File: src/rtl/cntr_defs_pkg.sv
// Shared counter definitions: mode constants and modulus sanity checks used by
// the lock controller and the parametrised counter.
`ifndef CNTR_DEFS_SVH
`define CNTR_DEFS_SVH
`define CNTR_WIDTH_OK(w, m) (((m) >= 2) && ((m) <= (1 << (w))))
`endif

package cntr_defs;

    localparam int CNTR_WRAP = 0;
    localparam int CNTR_SAT  = 1;

    // Evaluated in 64 bits so wide counters do not overflow the shift.
    function automatic bit cntr_modulus_ok(input int width, input int modulus);
        longint unsigned span;
        span = longint'(1) << width;
        return (width >= 1) && (modulus >= 2) && (longint'(modulus) <= span);
    endfunction

endpackage

File: src/rtl/cntr_param_step.sv
// Combinational next-value unit: applies one inc or dec step to the current
// count and reports whether the step wrapped or was blocked at a bound.
module cntr_step
    import cntr_defs::*;
#(
    parameter int WIDTH    = 3,
    parameter int MODULUS  = 8,
    parameter int SATURATE = CNTR_WRAP
) (
    input  logic [WIDTH-1:0] count,
    input  logic             inc,
    input  logic             dec,
    output logic [WIDTH-1:0] next,
    output logic             wrap_evt,
    output logic             sat_evt
);

    localparam logic [WIDTH:0]   TOP_EXT = (WIDTH+1)'(MODULUS - 1);
    localparam logic [WIDTH-1:0] MAX_VAL = WIDTH'(MODULUS - 1);

    logic [WIDTH:0] cur;

    // Bound tests are done one bit wider so a full-range modulus cannot alias.
    always_comb begin
        cur      = {1'b0, count};
        next     = count;
        wrap_evt = 1'b0;
        sat_evt  = 1'b0;
        if (inc && !dec) begin
            if (cur < TOP_EXT) begin
                next = count + 1'b1;
            end else if (SATURATE == CNTR_SAT) begin
                sat_evt = 1'b1;
            end else begin
                next     = '0;
                wrap_evt = 1'b1;
            end
        end else if (dec && !inc) begin
            if (cur != '0) begin
                next = count - 1'b1;
            end else if (SATURATE == CNTR_SAT) begin
                sat_evt = 1'b1;
            end else begin
                next     = MAX_VAL;
                wrap_evt = 1'b1;
            end
        end
    end

endmodule

File: src/rtl/cntr_param.sv
// Parametrised up/down counter with clear, clamped load, wrap/saturate modes,
// terminal-count decode and one-cycle event pulses.
module cntr_param
    import cntr_defs::*;
#(
    parameter int WIDTH    = 3,
    parameter int MODULUS  = 8,
    parameter int SATURATE = CNTR_WRAP
) (
    input  logic             clk,
    input  logic             rst_n,
    input  logic             clr,
    input  logic             load,
    input  logic [WIDTH-1:0] din,
    input  logic             inc,
    input  logic             dec,
    output logic [WIDTH-1:0] dout,
    output logic             tc_max,
    output logic             tc_min,
    output logic             wrap,
    output logic             sat,
    output logic             ld_err
);

    generate
        if (!cntr_modulus_ok(WIDTH, MODULUS)) begin : g_bad_modulus
            $error("cntr_param: MODULUS must lie in 2..2**WIDTH");
        end
    endgenerate

    localparam logic [WIDTH:0]   MOD_EXT = (WIDTH+1)'(MODULUS);
    localparam logic [WIDTH-1:0] MAX_VAL = WIDTH'(MODULUS - 1);

    logic [WIDTH-1:0] step_next;
    logic             step_wrap;
    logic             step_sat;
    logic [WIDTH-1:0] nxt_dout;
    logic             nxt_wrap;
    logic             nxt_sat;
    logic             nxt_lderr;
    logic             over;

    cntr_step #(
        .WIDTH    (WIDTH),
        .MODULUS  (MODULUS),
        .SATURATE (SATURATE)
    ) u_step (
        .count    (dout),
        .inc      (inc),
        .dec      (dec),
        .next     (step_next),
        .wrap_evt (step_wrap),
        .sat_evt  (step_sat)
    );

    // Priority: clr, then load (clamped to the top of range), then the step unit.
    always_comb begin
        nxt_dout  = dout;
        nxt_wrap  = 1'b0;
        nxt_sat   = 1'b0;
        nxt_lderr = 1'b0;
        over      = ({1'b0, din} >= MOD_EXT);
        if (clr) begin
            nxt_dout = '0;
        end else if (load) begin
            if (over) begin
                nxt_dout  = MAX_VAL;
                nxt_lderr = 1'b1;
            end else begin
                nxt_dout = din;
            end
        end else begin
            nxt_dout = step_next;
            nxt_wrap = step_wrap;
            nxt_sat  = step_sat;
        end
    end

    // The pulse belonging to the other mode is forced low so it folds to a constant.
    always_ff @(posedge clk or negedge rst_n) begin
        if (!rst_n) begin
            dout   <= '0;
            wrap   <= 1'b0;
            sat    <= 1'b0;
            ld_err <= 1'b0;
        end else begin
            dout   <= nxt_dout;
            wrap   <= (SATURATE == CNTR_WRAP) && nxt_wrap;
            sat    <= (SATURATE == CNTR_SAT) && nxt_sat;
            ld_err <= nxt_lderr;
        end
    end

    assign tc_max = (dout == MAX_VAL);
    assign tc_min = (dout == '0);

endmodule

File: config.mk
export PLATFORM = sky130hd
export DESIGN_NAME = cntr_param
export DESIGN_NICKNAME = d
export VERILOG_FILES = /design/src/rtl/cntr_defs_pkg.sv /design/src/rtl/cntr_param_step.sv /design/src/rtl/cntr_param.sv
export SDC_FILE = /design/constraint.sdc
export NUM_CORES = 1
export LEC_CHECK = 0
export ABC_AREA = 1
export CELL_PAD_IN_SITES_DETAIL_PLACEMENT = 1
export CELL_PAD_IN_SITES_GLOBAL_PLACEMENT = 2
export CORE_MARGIN = 2
export CORE_UTILIZATION = 18
export DETAILED_ROUTE_END_ITERATION = 16
export GPL_TIMING_DRIVEN = 0
export PLACE_DENSITY_LB_ADDON = 0.1
export SETUP_SLACK_MARGIN = 0.3
export SYNTH_ARGS = -nofsm -noshare
export SYNTH_HDL_FRONTEND = slang
export SYNTH_SLANG_ARGS = --single-unit
File: constraint.sdc
create_clock -name clk -period 1.4 [get_ports clk]
set_input_delay 0.35 -clock clk [delete_from_list [all_inputs] [get_ports clk]]
set_output_delay 0.35 -clock clk [all_outputs]
set_load 0.03 [all_outputs]
# Yosys cells after proc, flatten, opt, wreduce, memory -nomap -nowiden
# Cells that the tools add are included.
totals:
  ff_bits: 4
  in_bits: 9
  output_inout_bits: 8
  wordCells: 25
op_classes:
  n_addsub: 2
  order_cmp: 1
  n_eq_ne: 1
  mux: 12
  n_reduce_logical: 7
ops:
  columns: ["operator", "n"]
  rows:
  - ["two-way mux 3 bit", 6]
  - ["two-way mux 1 bit", 6]
  - ["nonzero test 4 bit", 1]
  - ["adder 3 x 1 -> 3 bit (second input constant)", 1]
  - ["== test 3 bit (second input constant)", 1]
  - ["zero test 3 bit", 1]
  - ["less-than comparator 3 bit (second input constant)", 1]
  - ["nonzero test 3 bit", 1]
  - ["subtractor 3 x 1 -> 3 bit (second input constant)", 1]
  - ["logical AND 1 bit", 2]
  - ["zero test 1 bit", 2]

# Depth between registers and ports, before layout
logic_depth:
  ltp_word: 6
  ltp_mapped: 10
  ltp_nobuf: 10

# Cells and area by module
# A second synthesis with hierarchy kept.
hier_totals:
  cells_unflattened: 65
  hier_area_um2: 400.4
modules_own_cells:
  columns: ["mod", "n_inst", "cells_per_inst", "area_per_inst_um2", "seq_area_each_um2"]
  rows:
  - ["cntr_step", 1, 38, 202.7, 0.0]
  - ["cntr_param", 1, 27, 197.7, 100.1]

# Worst setup path before layout
# OpenSTA, ideal clock, no wires.
synth_path:
  kind: "register to register"
  start: "reg dout[0]"
  end: "reg dout[0]"
  setup_time_ns: 0.074
  arrival_ns: 1.475
  required_time_ns: 1.326
  slack_ns: -0.149
  path_stages_with_launch: 9
  n_path_buf: 0
  period_less_slack_ns: 1.549
  path_cell_list: "dfrtp_1 > inv_1 > ha_1 > inv_1 > nor2_2 > nand2_1 > nand3_1 > nand2_1 > o21ai_2"
synth_via:
  elab_chain_cells: 6
  elab_cells_between_ends: 10
  cone_classes: "add/sub: 2; order compare: 1; mux: 6; reduce/logical: 1"
synth_lines:
  columns: ["element", "line_no", "source"]
  rows:
  - ["start, declared", "cntr_param.sv:17", "output logic [WIDTH-1:0] dout,"]
  - ["start signal, assigned", "cntr_param.sv:87", "dout <= nxt_dout;"]
  - ["subtractor 3 x 1 -> 3 bit / nonzero test 3 bit (equally long branches)", "cntr_param_step.sv:40, cntr_param_step.sv:39", null]
  - ["two-way mux 3 bit", "cntr_param_step.sv:39", "if (cur != '0) begin"]
  - ["two-way mux 3 bit", "cntr_param_step.sv:38", "end else if (dec && !inc) begin"]
  - ["two-way mux 3 bit (*)", "cntr_param_step.sv:29", "if (inc && !dec) begin"]
  - ["two-way mux 3 bit (*)", "cntr_param.sv:65", "end else if (load) begin"]
  - ["two-way mux 3 bit (*)", "cntr_param.sv:63", "if (clr) begin"]
# Every way passes the cells marked *; elsewhere a longest branch is shown, timed or not. The select of a mux whose other input is x is not followed.
# A chain may end at the register's enable or synchronous reset.

# Worst setup path after layout
layout_path:
  start: "reg dout[0]"
  end: "out dout[0]"
# No word-level cell between the ends.

==> out/results.ini <==
[floorplan]
core_um2=2150
core.rowCount=17
dieArea_um2=2610
pin_count=17
die_h_um=51.1
die_w_um=51.1
start_util=0.186

[min_path]
worstHoldPathType=input port to async pin

[drt]
viasPerCell=3.84
routed_wl_um=1210
wl_per_cell_um=9.91
ant_nets=0
via_count=468
detail_route.first_pass.iterations=1
drt_iter0_markers=0
route.detailed.drc=0

[clock_network]
clock-root-buffer=clkbuf_4
cts_buffer_depth=2
cts_buffers=3
ctsHoldBuffers=0
htree_levels=1
clkTransAtPathRegs_ps=40
clk_latency_ps=230
cts.sinks=4
cts_tree=done

[yosys]
synthCells=58
yosys.area.top_type=dfrtp_1
ys_types=20
syn_avg_cell_area_um2=6.88
synth-seq-area-share=0.251
ys.warnings.count=0
ys_seq_elements=4
syn-cell-area_um2=399
netlist.area_leader.share=0.251
synth_area_leaders=dfrtp_1 (25%), ha_1 (19%), nand2_1 (14%)

[timing]
setup_tns_ps=-321
final-hold-violation-count=0
max_freq_mhz=664
hold-worst-slack_ps=314
slew_viol_final=0
rsz0062_at_grt=yes
finalWorstPathRequiredPeriod_ps=1510
setup_viol=4
period_share=1.08
skew_ps=5.56
setup_slack_ps=-106

[place]
dp_hpwl_um=813
io_buffers=14
place_area_um2=616
place_ws_ps=-486
gp_congestion=0.654
dp.cells=101

[grt]
grt_overflow=0
grt_pass1_wl_um=1930
grt_pass1_vias=490
grt_max_degree=8
antenna_found_initial=0
grtUsageTotal=0.0994

[critical_path]
crit_chain=buf_4 > buf_6 > buf_6 > buf_6
cp.required_ps=1050
crit_arrival_ps=1160
worstSetupPathType=register to primary output
critPathMostFrequentCell=buf_6
slowest_stage=dfrtp_2
critPathMaxFanout=3
cp-end-kind=primary output
cp-start-kind=register
cp_slowest_stage_delay_ps=440

[cells_and_area]
most-common-layout-cells=buf_4 (16), nand2_1 (15), buf_6 (9)
mostFrequentLayoutCell=buf_4
layoutNonFillerInstCount=122
postLayoutCellArea_um2=838
nets=110
drive_gt1_frac=0.574
area_delta_synth_final_pct=110
antenna_cells=0

[status]
violations=setup timing
status=finished with violations

[power_and_ir_drop]
vdd_drop_max_mv=0.309
powerDensity_nw_per_um2=792
power_leakage_nw=0.405

[job]
max-cap-violations=0

-- critical path: cells and delay by family (launching register included) --
kind	cells	cell delay (ps)
buf+inv	4	500
flops	1	440
-- timing repair --
item / 4_1_cts / 5_1_grt
gates resized for setup: 55 / 9
setup endpoints to repair: 10 / 10
pin swaps: 2 / 6
buffers inserted: 14 / 3
-- layer usage --
metal  routed length [um]  track usage
met5                    0            0
met2                  629        0.171
met3                   56       0.0117
met1                  523        0.125
met4                    0       0.0405
-- kinds of logic after synthesis --
kind of cell	share of synthesized area
AO/OA/AOI/OAI	0.0972
flip-flops	0.251
adder cells (fa/ha/maj)	0.188
AND/OR/NAND/NOR	0.307
buffers and inverters	0.147
other	0.00940
-- cell usage after synthesis --
| library cell | n |
|---|---|
| a21oi_1 | 1 |
| a21oi_2 | 1 |
| a31oi_1 | 1 |
| buf_4 | 2 |
| conb_1 | 1 |
| dfrtp_1 | 4 |
| ha_1 | 6 |
| inv_1 | 9 |
| inv_2 | 1 |
| inv_4 | 1 |
| nand2_1 | 15 |
| nand3_1 | 2 |
| nand3_2 | 1 |
| nor2_1 | 6 |
| nor2_2 | 2 |
| nor3_1 | 1 |
| o21ai_0 | 1 |
| o21ai_1 | 1 |
| o21ai_2 | 1 |
| or2_0 | 1 |
-- where the power goes --
| part | internal (W) | switching (W) |
|---|---|---|
| Combinational | 0.000194 | 0.000170 |
| Clock | 0.000107 | 0.0000442 |
| Sequential | 0.000129 | 0.0000201 |
-- state kept, by name, indices dropped and copies added (netlist names) --
signal	count
wrap	1
dout	3
-- per-stage QoR --
stage	power, W	utilization
2_1_floorplan	0.000301	-
3_3_place_gp	0.000390	0.287
3_5_place_dp	0.000390	0.287
4_1_cts	0.000635	0.361
5_1_grt	0.000718	0.390
6_report	0.000664	0.390
-- cell type report --
type                       count  area, um^2
sequential                     4         104
buffer                         2        15.0
fill                         261        1310
tap                           28        35.0
timing repair buffer          31         284
inverter                      11        46.3
multi-input combinational     42         328
clock buffer                   4        26.3
-- worst paths after layout --
kind / from / to / slack [ps] / depth (start not counted)
min in group clk: clr / dout[2]$_DFFE_PN0P_ / 580 / 4
worst min register to register: dout[2]$_DFFE_PN0P_ / dout[2]$_DFFE_PN0P_ / 690 / 3
worst max-delay path: dout[0]$_DFFE_PN0P_ / dout[0] / -110 / 4
worst max register to register: dout[0]$_DFFE_PN0P_ / dout[2]$_DFFE_PN0P_ / 20 / 12
worst min-delay path: rst_n / dout[0]$_DFFE_PN0P_ / 310 / 1
max in group asynchronous: rst_n / dout[1]$_DFFE_PN0P_ / 910 / 1
Note: power is estimated with default switching activity, not from simulation.
